### config.mk
export PLATFORM = sky130hd
export DESIGN_NAME = pci_ddr_bridge
export DESIGN_NICKNAME = d
export VERILOG_FILES = /design/src/rtl/pci_ddr_pkg.sv /design/src/rtl/pci_ddr_lane.sv /design/src/rtl/pci_ddr_bridge.sv
export SDC_FILE = /design/constraint.sdc
export NUM_CORES = 1
export LEC_CHECK = 0
export ABC_AREA = 1
export CAP_MARGIN = 30
export CORE_MARGIN = 1
export CORE_UTILIZATION = 28
export CTS_CLUSTER_DIAMETER = 60
export CTS_CLUSTER_SIZE = 24
export DETAILED_ROUTE_END_ITERATION = 10
export SYNTH_ARGS = -nofsm -noshare
export SYNTH_HDL_FRONTEND = slang
export SYNTH_SLANG_ARGS = --single-unit
### constraint.sdc
create_clock -name PCI_CLK -period 1.9 [get_ports PCI_CLK]
set_clock_uncertainty 0.05 [all_clocks]
set_input_delay 0.19 -clock PCI_CLK [delete_from_list [all_inputs] [get_ports PCI_CLK]]
set_output_delay 0.19 -clock PCI_CLK [all_outputs]
set_load 0.01 [all_outputs]
### src/rtl/pci_ddr_pkg.sv
// Shared types and helpers for the BAR1 to DDR bridge: FSM states, bus widths
// and the byte-lane mask mapping of a 32-bit access onto a 64-bit DDR word.
package pci_ddr_pkg;

  typedef enum logic [1:0] {IDLE, CMD, RDWAIT, DONE} state_e;

  localparam int DDR_DW = 64;
  localparam int WB_DW  = 32;

  // DDR mask is active-high "do not write"; the unselected half is fully masked.
  function automatic logic [7:0] lane_mask(input logic [3:0] sel, input logic half);
    return half ? {~sel, 4'hF} : {4'hF, ~sel};
  endfunction

endpackage

### src/rtl/pci_ddr_lane.sv
// Combinational lane steering between a 32-bit bus word and a 64-bit DDR word:
// replicated write data, byte mask for the selected half, read half-select.
module pci_ddr_lane
  import pci_ddr_pkg::*;
(
  input  logic              half,
  input  logic [3:0]        sel,
  input  logic [WB_DW-1:0]  wdat,
  input  logic [DDR_DW-1:0] rdata,
  output logic [DDR_DW-1:0] wdata,
  output logic [7:0]        wmask,
  output logic [WB_DW-1:0]  rdat
);

  assign wdata = {wdat, wdat};
  assign wmask = lane_mask(sel, half);
  assign rdat  = half ? rdata[63:32] : rdata[31:0];

endmodule

### src/rtl/pci_ddr_bridge.sv
// Single-beat BAR1 Wishbone target onto the 64-bit DDR user interface: retries
// until DDR init completes, one command outstanding, every DDR wait bounded.
module pci_ddr_bridge
  import pci_ddr_pkg::*;
#(
  parameter int ADDR_W      = 24,
  parameter int TIMEOUT_CYC = 255,
  parameter int DDR_AW      = 21
) (
  input  logic              PCI_CLK,
  input  logic              PCI_RSTn,
  input  logic              wb_cyc,
  input  logic              wb_stb,
  input  logic              wb_we,
  input  logic [ADDR_W-1:0] wb_adr,
  input  logic [3:0]        wb_sel,
  input  logic [31:0]       wb_dat_i,
  output logic [31:0]       wb_dat_o,
  output logic              wb_ack,
  output logic              wb_rty,
  output logic              wb_err,
  input  logic              init_done,
  output logic              ddr_cmd_valid,
  input  logic              ddr_cmd_ready,
  output logic              ddr_cmd_we,
  output logic [DDR_AW-1:0] ddr_addr,
  output logic [63:0]       ddr_wdata,
  output logic [7:0]        ddr_wmask,
  input  logic              ddr_rd_valid,
  input  logic [63:0]       ddr_rdata,
  output logic [7:0]        timeout_cnt
);

  localparam int TW = $clog2(TIMEOUT_CYC + 1);
  localparam logic [TW-1:0] TMO_LAST = TW'(TIMEOUT_CYC - 1);

  state_e            state_q, state_d;
  logic              ack_q, ack_d, rty_q, rty_d, err_q, err_d;
  logic              cmd_valid_q, cmd_valid_d, we_q, we_d, half_q, half_d;
  logic              drop_q, drop_d;
  logic [DDR_AW-1:0] addr_q, addr_d;
  logic [63:0]       wdata_q, wdata_d;
  logic [7:0]        wmask_q, wmask_d, tcnt_q, tcnt_d;
  logic [31:0]       dat_o_q, dat_o_d;
  logic [TW-1:0]     tmo_q, tmo_d;

  logic              lane_half;
  logic [63:0]       lane_wdata;
  logic [7:0]        lane_wmask;
  logic [31:0]       lane_rdat;
  logic              unused_adr;

  assign unused_adr = ^wb_adr[1:0];

  // Write lanes come from the live address; read lanes from the latched one.
  assign lane_half = (state_q == IDLE) ? wb_adr[2] : half_q;

  pci_ddr_lane u_lane (
    .half  (lane_half),
    .sel   (wb_sel),
    .wdat  (wb_dat_i),
    .rdata (ddr_rdata),
    .wdata (lane_wdata),
    .wmask (lane_wmask),
    .rdat  (lane_rdat)
  );

  always_comb begin
    state_d     = state_q;
    ack_d       = 1'b0;
    rty_d       = 1'b0;
    err_d       = 1'b0;
    cmd_valid_d = cmd_valid_q;
    we_d        = we_q;
    half_d      = half_q;
    drop_d      = drop_q;
    addr_d      = addr_q;
    wdata_d     = wdata_q;
    wmask_d     = wmask_q;
    dat_o_d     = dat_o_q;
    tmo_d       = tmo_q;
    tcnt_d      = tcnt_q;
    unique case (state_q)
      IDLE: begin
        // A master still holding stb in its termination cycle must not re-trigger.
        if (wb_cyc && wb_stb && !(ack_q || rty_q || err_q)) begin
          if (!init_done) begin
            rty_d = 1'b1;
          end else begin
            state_d     = CMD;
            cmd_valid_d = 1'b1;
            we_d        = wb_we;
            half_d      = wb_adr[2];
            addr_d      = wb_adr[DDR_AW+2:3];
            wdata_d     = lane_wdata;
            wmask_d     = lane_wmask;
            tmo_d       = '0;
            drop_d      = 1'b0;
          end
        end
      end
      CMD: begin
        drop_d = drop_q | ~wb_cyc;
        if (ddr_cmd_ready) begin
          cmd_valid_d = 1'b0;
          tmo_d       = '0;
          state_d     = we_q ? DONE : RDWAIT;
        end else if (tmo_q == TMO_LAST) begin
          cmd_valid_d = 1'b0;
          err_d       = 1'b1;
          tcnt_d      = (tcnt_q == 8'hFF) ? tcnt_q : tcnt_q + 8'd1;
          state_d     = IDLE;
        end else begin
          tmo_d = tmo_q + TW'(1);
        end
      end
      RDWAIT: begin
        drop_d = drop_q | ~wb_cyc;
        if (ddr_rd_valid) begin
          dat_o_d = lane_rdat;
          ack_d   = ~drop_q & wb_cyc;
          state_d = DONE;
        end else if (tmo_q == TMO_LAST) begin
          err_d   = 1'b1;
          tcnt_d  = (tcnt_q == 8'hFF) ? tcnt_q : tcnt_q + 8'd1;
          state_d = IDLE;
        end else begin
          tmo_d = tmo_q + TW'(1);
        end
      end
      DONE: begin
        // Reads acked on entry here; posted writes ack one cycle later.
        if (we_q) ack_d = ~drop_q & wb_cyc;
        state_d = IDLE;
      end
      default: state_d = IDLE;
    endcase
  end

  always_ff @(posedge PCI_CLK) begin
    if (!PCI_RSTn) begin
      state_q     <= IDLE;
      ack_q       <= 1'b0;
      rty_q       <= 1'b0;
      err_q       <= 1'b0;
      cmd_valid_q <= 1'b0;
      we_q        <= 1'b0;
      half_q      <= 1'b0;
      drop_q      <= 1'b0;
      addr_q      <= '0;
      wdata_q     <= '0;
      wmask_q     <= 8'hFF;
      dat_o_q     <= '0;
      tmo_q       <= '0;
      tcnt_q      <= '0;
    end else begin
      state_q     <= state_d;
      ack_q       <= ack_d;
      rty_q       <= rty_d;
      err_q       <= err_d;
      cmd_valid_q <= cmd_valid_d;
      we_q        <= we_d;
      half_q      <= half_d;
      drop_q      <= drop_d;
      addr_q      <= addr_d;
      wdata_q     <= wdata_d;
      wmask_q     <= wmask_d;
      dat_o_q     <= dat_o_d;
      tmo_q       <= tmo_d;
      tcnt_q      <= tcnt_d;
    end
  end

  assign wb_dat_o      = dat_o_q;
  assign wb_ack        = ack_q;
  assign wb_rty        = rty_q;
  assign wb_err        = err_q;
  assign ddr_cmd_valid = cmd_valid_q;
  assign ddr_cmd_we    = we_q;
  assign ddr_addr      = addr_q;
  assign ddr_wdata     = wdata_q;
  assign ddr_wmask     = wmask_q;
  assign timeout_cnt   = tcnt_q;

endmodule

Word-level counts from Yosys, hierarchy flattened
Cells that the tools add are included.
- input bits: 132
- bits in registers: 150
- word-level logic and storage cells: 87
- output and inout port bits: 138
- reductions and logical operators: 19
- bitwise operators: 5
- add/subtract/negate cells: 2
- multiplexer cells: 37
- equality and inequality tests: 10
- operator list (operator ; count):
    $mux 8 ; 10
    $mux 32 ; 1
    $pmux 8 s3 ; 1
    $add 8x1->8 const B ; 2
    $eq 8x8->1 const B ; 2
    $pmux 8 s2 ; 1
    $mux 1 ; 14
    $reduce_and 3->1 ; 4
    $mux 2 ; 5
    $pmux 1 s2 ; 4
    $pmux 2 s4 ; 1
    $reduce_and 4->1 ; 2
    $ne 2x2->1 const B ; 3
    $reduce_bool 2->1 ; 3
    $eq 2x2->1 const B ; 2
    $not 4->4 ; 1
    $reduce_and 2->1 ; 2
    $ne 3x3->1 const B ; 1
    $reduce_bool 3->1 ; 1
    $eq 2x1->1 const B ; 1
    $logic_and 1x1->1 ; 2
    $logic_not 2->1 ; 1
    $logic_or 1x1->1 ; 2
    $ne 2x1->1 const B ; 1
    other kinds (5) ; 6

Longest topological paths before layout
- word-level depth: 6
- gate-level depth with buffers: 12
- mapped depth without buffers: 10

Cells and area by module
From an unflattened synthesis, not the netlist that was laid out.
- cells, all modules: 939
- area, all modules: 6713.9 µm²
- modules (own cells, without submodules) (module ; instances ; cells each ; area an instance (µm²) ; seq. area each (µm²)):
    pci_ddr_bridge ; 1 ; 763 ; 5726.7 ; 3002.9
    pci_ddr_lane ; 1 ; 176 ; 987.2 ; 0.0

Worst setup path after synthesis
No wires, ideal clock.
- path type: register to register
- start point: register state_q[0]
- end point: register dat_o_q[10], in the netlist wb_dat_o[10]
- data required time: 1.734 ns
- slack: 0.204 ns
- arrival time: 1.530 ns
- library setup time: 0.116 ns
- clock period less this slack: 1.696 ns
- buffers on the path: 2
- stages on the path, launching flop included: 13
- cell sequence: dfxtp_1 -> inv_1 -> ha_1 -> buf_4 -> inv_2 -> nand2_1 -> o21ai_4 -> inv_4 -> buf_4 -> nand2_1 -> nand3_1 -> o211ai_1 -> inv_1
- cells in the longest elaborated chain, start to end: 3
- elaborated cells between the ends (all ways): 5
- classes of those cells: 1 x eq/ne; 2 x mux; 2 x reduce/logical
- ends and longest elaborated chain (what ; RTL line ; text):
    start, declared ; pci_ddr_bridge.sv:37 ; state_e state_q, state_d;
    start signal, assigned ; pci_ddr_bridge.sv:157 ; state_q <= state_d;
    $logic_not 2->1 ; pci_ddr_bridge.sv:56 ; assign lane_half = (state_q == IDLE) ? wb_adr[2] : half_q;
    $mux 1 ; pci_ddr_bridge.sv:56 ;
    $mux 32 ; pci_ddr_lane.sv:17 ; assign rdat = half ? rdata[63:32] : rdata[31:0];
    end signal, assigned ; pci_ddr_bridge.sv:168 ; dat_o_q <= dat_o_d;
    end, declared ; pci_ddr_bridge.sv:44 ; logic [31:0] dat_o_q, dat_o_d;
Several ways; a longest one is shown, not always the timed one.
A chain may end at the register's enable or synchronous reset.

Worst setup path in the final report
- start point: register state_q[0]
- end point: register dat_o_q[18], in the netlist wb_dat_o[18]
Same word-level chain as after synthesis.

==> flow_metrics.env <==
export IMPL_synthesis_nets=874
export IMPL_drc=0
export IMPL_seq_area_um2=2360
export IMPL_path_buf_inv=5
export IMPL_htree_num_levels=4
export IMPL_grt_use_met2_pct=27.4
export IMPL_grt_total_usage_pct=17.0
export IMPL_io_buffers=267
export IMPL_syn_inst=735
export IMPL_insertion_delay_ps=410
export IMPL_post_cts_buffers=0
export IMPL_hold_buffers=0
export IMPL_path_max_fanout=17
export IMPL_power_share_clock_pct=44.7
export IMPL_crit_chain="inv_1 -> ha_1 -> inv_2 -> nand2_1 -> o21ai_4 -> inv_4 -> buf_12 -> nand2_1 -> nand3_1 -> o211ai_1 -> inv_1"
export IMPL_critPathLaunch="state_q[0]"
export IMPL_finalMaxSlewViolations=0
export IMPL_cp_end_kind="register"
export IMPL_core_area_um2=18300
export IMPL_synth_warning_count=0
export IMPL_cts_resized=0
export IMPL_worst_endpoint_arrival_ps=1970
export IMPL_drive_gt1_share_pct=6.82
export IMPL_p_per_area_nw_per_um2=820
export IMPL_clockBufferDepth=2
export IMPL_wl_per_cell_um=13.3
export IMPL_ys_seq_elements=118
export IMPL_final_setup_viol_count=0
export IMPL_grt_pass1_vias=5040
export IMPL_setup_tns_final_ps=0
export IMPL_drt_iter0_markers=220
export IMPL_max_freq_ghz=0.583
export IMPL_multi_input_area_um2=2270
export IMPL_cap_violations=0
export IMPL_crit_required_ps=2150
export IMPL_dieArea_um2=19500
export IMPL_hold_viol_final=0
export IMPL_dpl_hpwl_mm=11.5
export IMPL_start_util_pct=29.0
export IMPL_synth_async_reset_ratio_pct=0
export IMPL_cts_buffers=17
export IMPL_crit_family="buffers and inverters"
export IMPL_fp_dieW_um=140
export IMPL_rsz0062_at_grt="no"
export IMPL_min_period_over_period_pct=90.3
export IMPL_yosys_cell_count_top_type="nand2_1"
export IMPL_cts_tree="done"
export IMPL_drt_pass1_iter_count=7
export IMPL_clk_pin_slew_ps=60
export IMPL_grt_ovfl_total=0
export IMPL_worstMarginPinSlew_ps=402
export IMPL_synth_area_leaders="dfxtp_1 (45%), nand2_1 (17%), a21oi_1 (7.5%)"
export IMPL_avgViaCountPerCell=4.47
export IMPL_maxSlewHeadroom_pct=72.5
export IMPL_grt_use_met3_pct=7.19
export IMPL_min_from="wb_adr[12]"
export IMPL_fill_cells=1820
export IMPL_ant_nets=0
export IMPL_fin_crit_ps=1720
export IMPL_synth_cell_types=30
export IMPL_p_leak_nw=3.42
export IMPL_seq_power_share_pct=37.1
export IMPL_hp_class="input pin to register"
export IMPL_r2r_start="state_q[0]"
export IMPL_globalRouteMet1Util_pct=20.0
export IMPL_synth_area_per_cell_um2=7.22
export IMPL_p_int_mw=5.22
export IMPL_netlist_area_um2=5310
export IMPL_crit_path_start_kind="register"
export IMPL_ys_top_cells_by_count="nand2_1 (246), dfxtp_1 (118), a21oi_1 (80)"
export IMPL_dp_cells=1180
export IMPL_slowest_stage="dfxtp_2"
export IMPL_core_rowCount=49
export IMPL_chipHeight_um=140
export IMPL_worstSetupPathType="register to register"
export IMPL_instances_no_fill=1212
export IMPL_synth_edf_count=0
export IMPL_drt_total_wl_mm=16.2
export IMPL_vdd_ir_drop_worst_v=0.000566
export IMPL_synth_top_cell_area_share_pct=44.5
export IMPL_synthToLayoutAreaGrowth_pct=63.1
export IMPL_clock_root_buffer="clkbuf_16"
export IMPL_p_switching_mw=1.88
export IMPL_finalNetCount=1109
export IMPL_synthFlopType="dfxtp_1"
export IMPL_grt_antenna_before_repair=0
export IMPL_cts_sinks=118
export IMPL_grt_pass1_wl_mm=26.1
export IMPL_combPwrFrac_pct=18.2
export IMPL_slowest_delay_ps=360
export IMPL_ios=270
export IMPL_gp_congestion=0.779
export IMPL_yosys_area_top_type="dfxtp_1"
export IMPL_busiest_layer="met2"
export IMPL_switching_share_pct=26.4
export IMPL_dr_total_vias=5420
export IMPL_grt_max_degree=51
export IMPL_diodes=0
export IMPL_status="complete, no violations"
export IMPL_ys_seq_area_share_pct=44.5
==> final timing paths <==
| check | end | slack [ps] | cells after the start |
|---|---|---|---|
| max | wb_dat_o[18] | 180 | 11 |
| min | ddr_addr[9] | 280 | 3 |
| max reg2reg | wb_dat_o[18] | 180 | 11 |
| min reg2reg | half_q | 410 | 2 |
==> flip-flops by register name, indices dropped and copies added (netlist names) <==
| signal | count |
|---|---|
| ddr_addr | 21 |
| ddr_cmd_we | 1 |
| ddr_cmd_valid | 1 |
| ddr_wdata | 32 |
| tmo_q | 8 |
| wb_dat_o | 32 |
| drop_q | 1 |
| half_q | 1 |
| ddr_wmask | 8 |
| wb_err | 1 |
| state_q | 2 |
| wb_ack | 1 |
| wb_rty | 1 |
| timeout_cnt | 8 |
==> cell type report <==
cell class                      count  share of cell area, %
Inverter                           62                   2.72
Clock buffer                       20                   5.28
Clock inverter                     12                   1.47
Tap cell                          229                   3.31
Sequential cell                   118                   27.3
Multi-Input combinational cell    482                   26.2
Timing Repair Buffer              289                   33.7
==> metal layers <==
metal / vias up / part of all wire [%] / routed length [um]
li1: 2812 / - / -
met1: 2350 / 42 / 6860
met2: 230 / 46 / 7420
met3: 28 / 9.7 / 1570
met4: 0 / 1.9 / 314
met5: - / 0 / 0
==> placed cells by master, fill, tap and decap left out, drive strengths merged <==
master / n
clkdlybuf4s50: 267
nand2: 246
dfxtp: 118
a21oi: 81
inv: 63
nand3: 54
o211ai: 33
nor2: 29
buf: 22
clkbuf: 20
o21ai: 16
ha: 7
clkinv: 5
nand4: 4
xor2: 4
clkinvlp: 4
nand3b: 2
bufinv: 2
or2: 1
xnor2: 1
nor3: 1
a2111oi: 1
o21bai: 1
and3: 1
==> cell families (layout without fill, tap and decap cells) <==
| group | after synthesis | after routing | synth area share [%] |
|---|---|---|---|
| and+or+nand+nor | 338 | 338 | 25.8 |
| adders and majority gates | 7 | 7 | 1.65 |
| buffers and inverters | 135 | 383 | 12.8 |
| AOI/OAI and AO/OA | 132 | 132 | 14.4 |
| xor gates and xnor gates | 5 | 5 | 0.825 |
| DFF | 118 | 118 | 44.5 |
==> through the flow <==
stage	cell area [um^2]	utilization [%]	setup slack, ps	power (mW)	hold slack [ps]
2_1_floorplan	5310	-	204	3.33	212
3_3_place_gp	8060	44.1	115	3.99	390
3_5_place_dp	8060	44.1	83.5	3.99	395
4_1_cts	8640	47.3	87.5	7.21	253
5_1_grt	8650	47.4	28.2	7.45	269
6_report	8650	47.4	183	7.10	278
==> power by group through the flow <==
stage	clock network [mW]	registers (mW)	logic [mW]
detailed placement	0	2.69	1.31
global route	3.38	2.65	1.43
finish	3.17	2.63	1.30
CTS	3.26	2.63	1.32
global placement	0	2.68	1.31
floorplan	0	2.72	0.611
==> worst register-to-register path, stage by stage, from the launching register on <==
cell and delay (ps):
dfxtp_2 360, inv_1 70, ha_1 240, inv_2 120, nand2_1 100, o21ai_4 90, inv_4 130, buf_12 170
nand2_1 60, nand3_1 70, o211ai_1 90, inv_1 50
No activity file was read; power rests on OpenSTA's default activity.
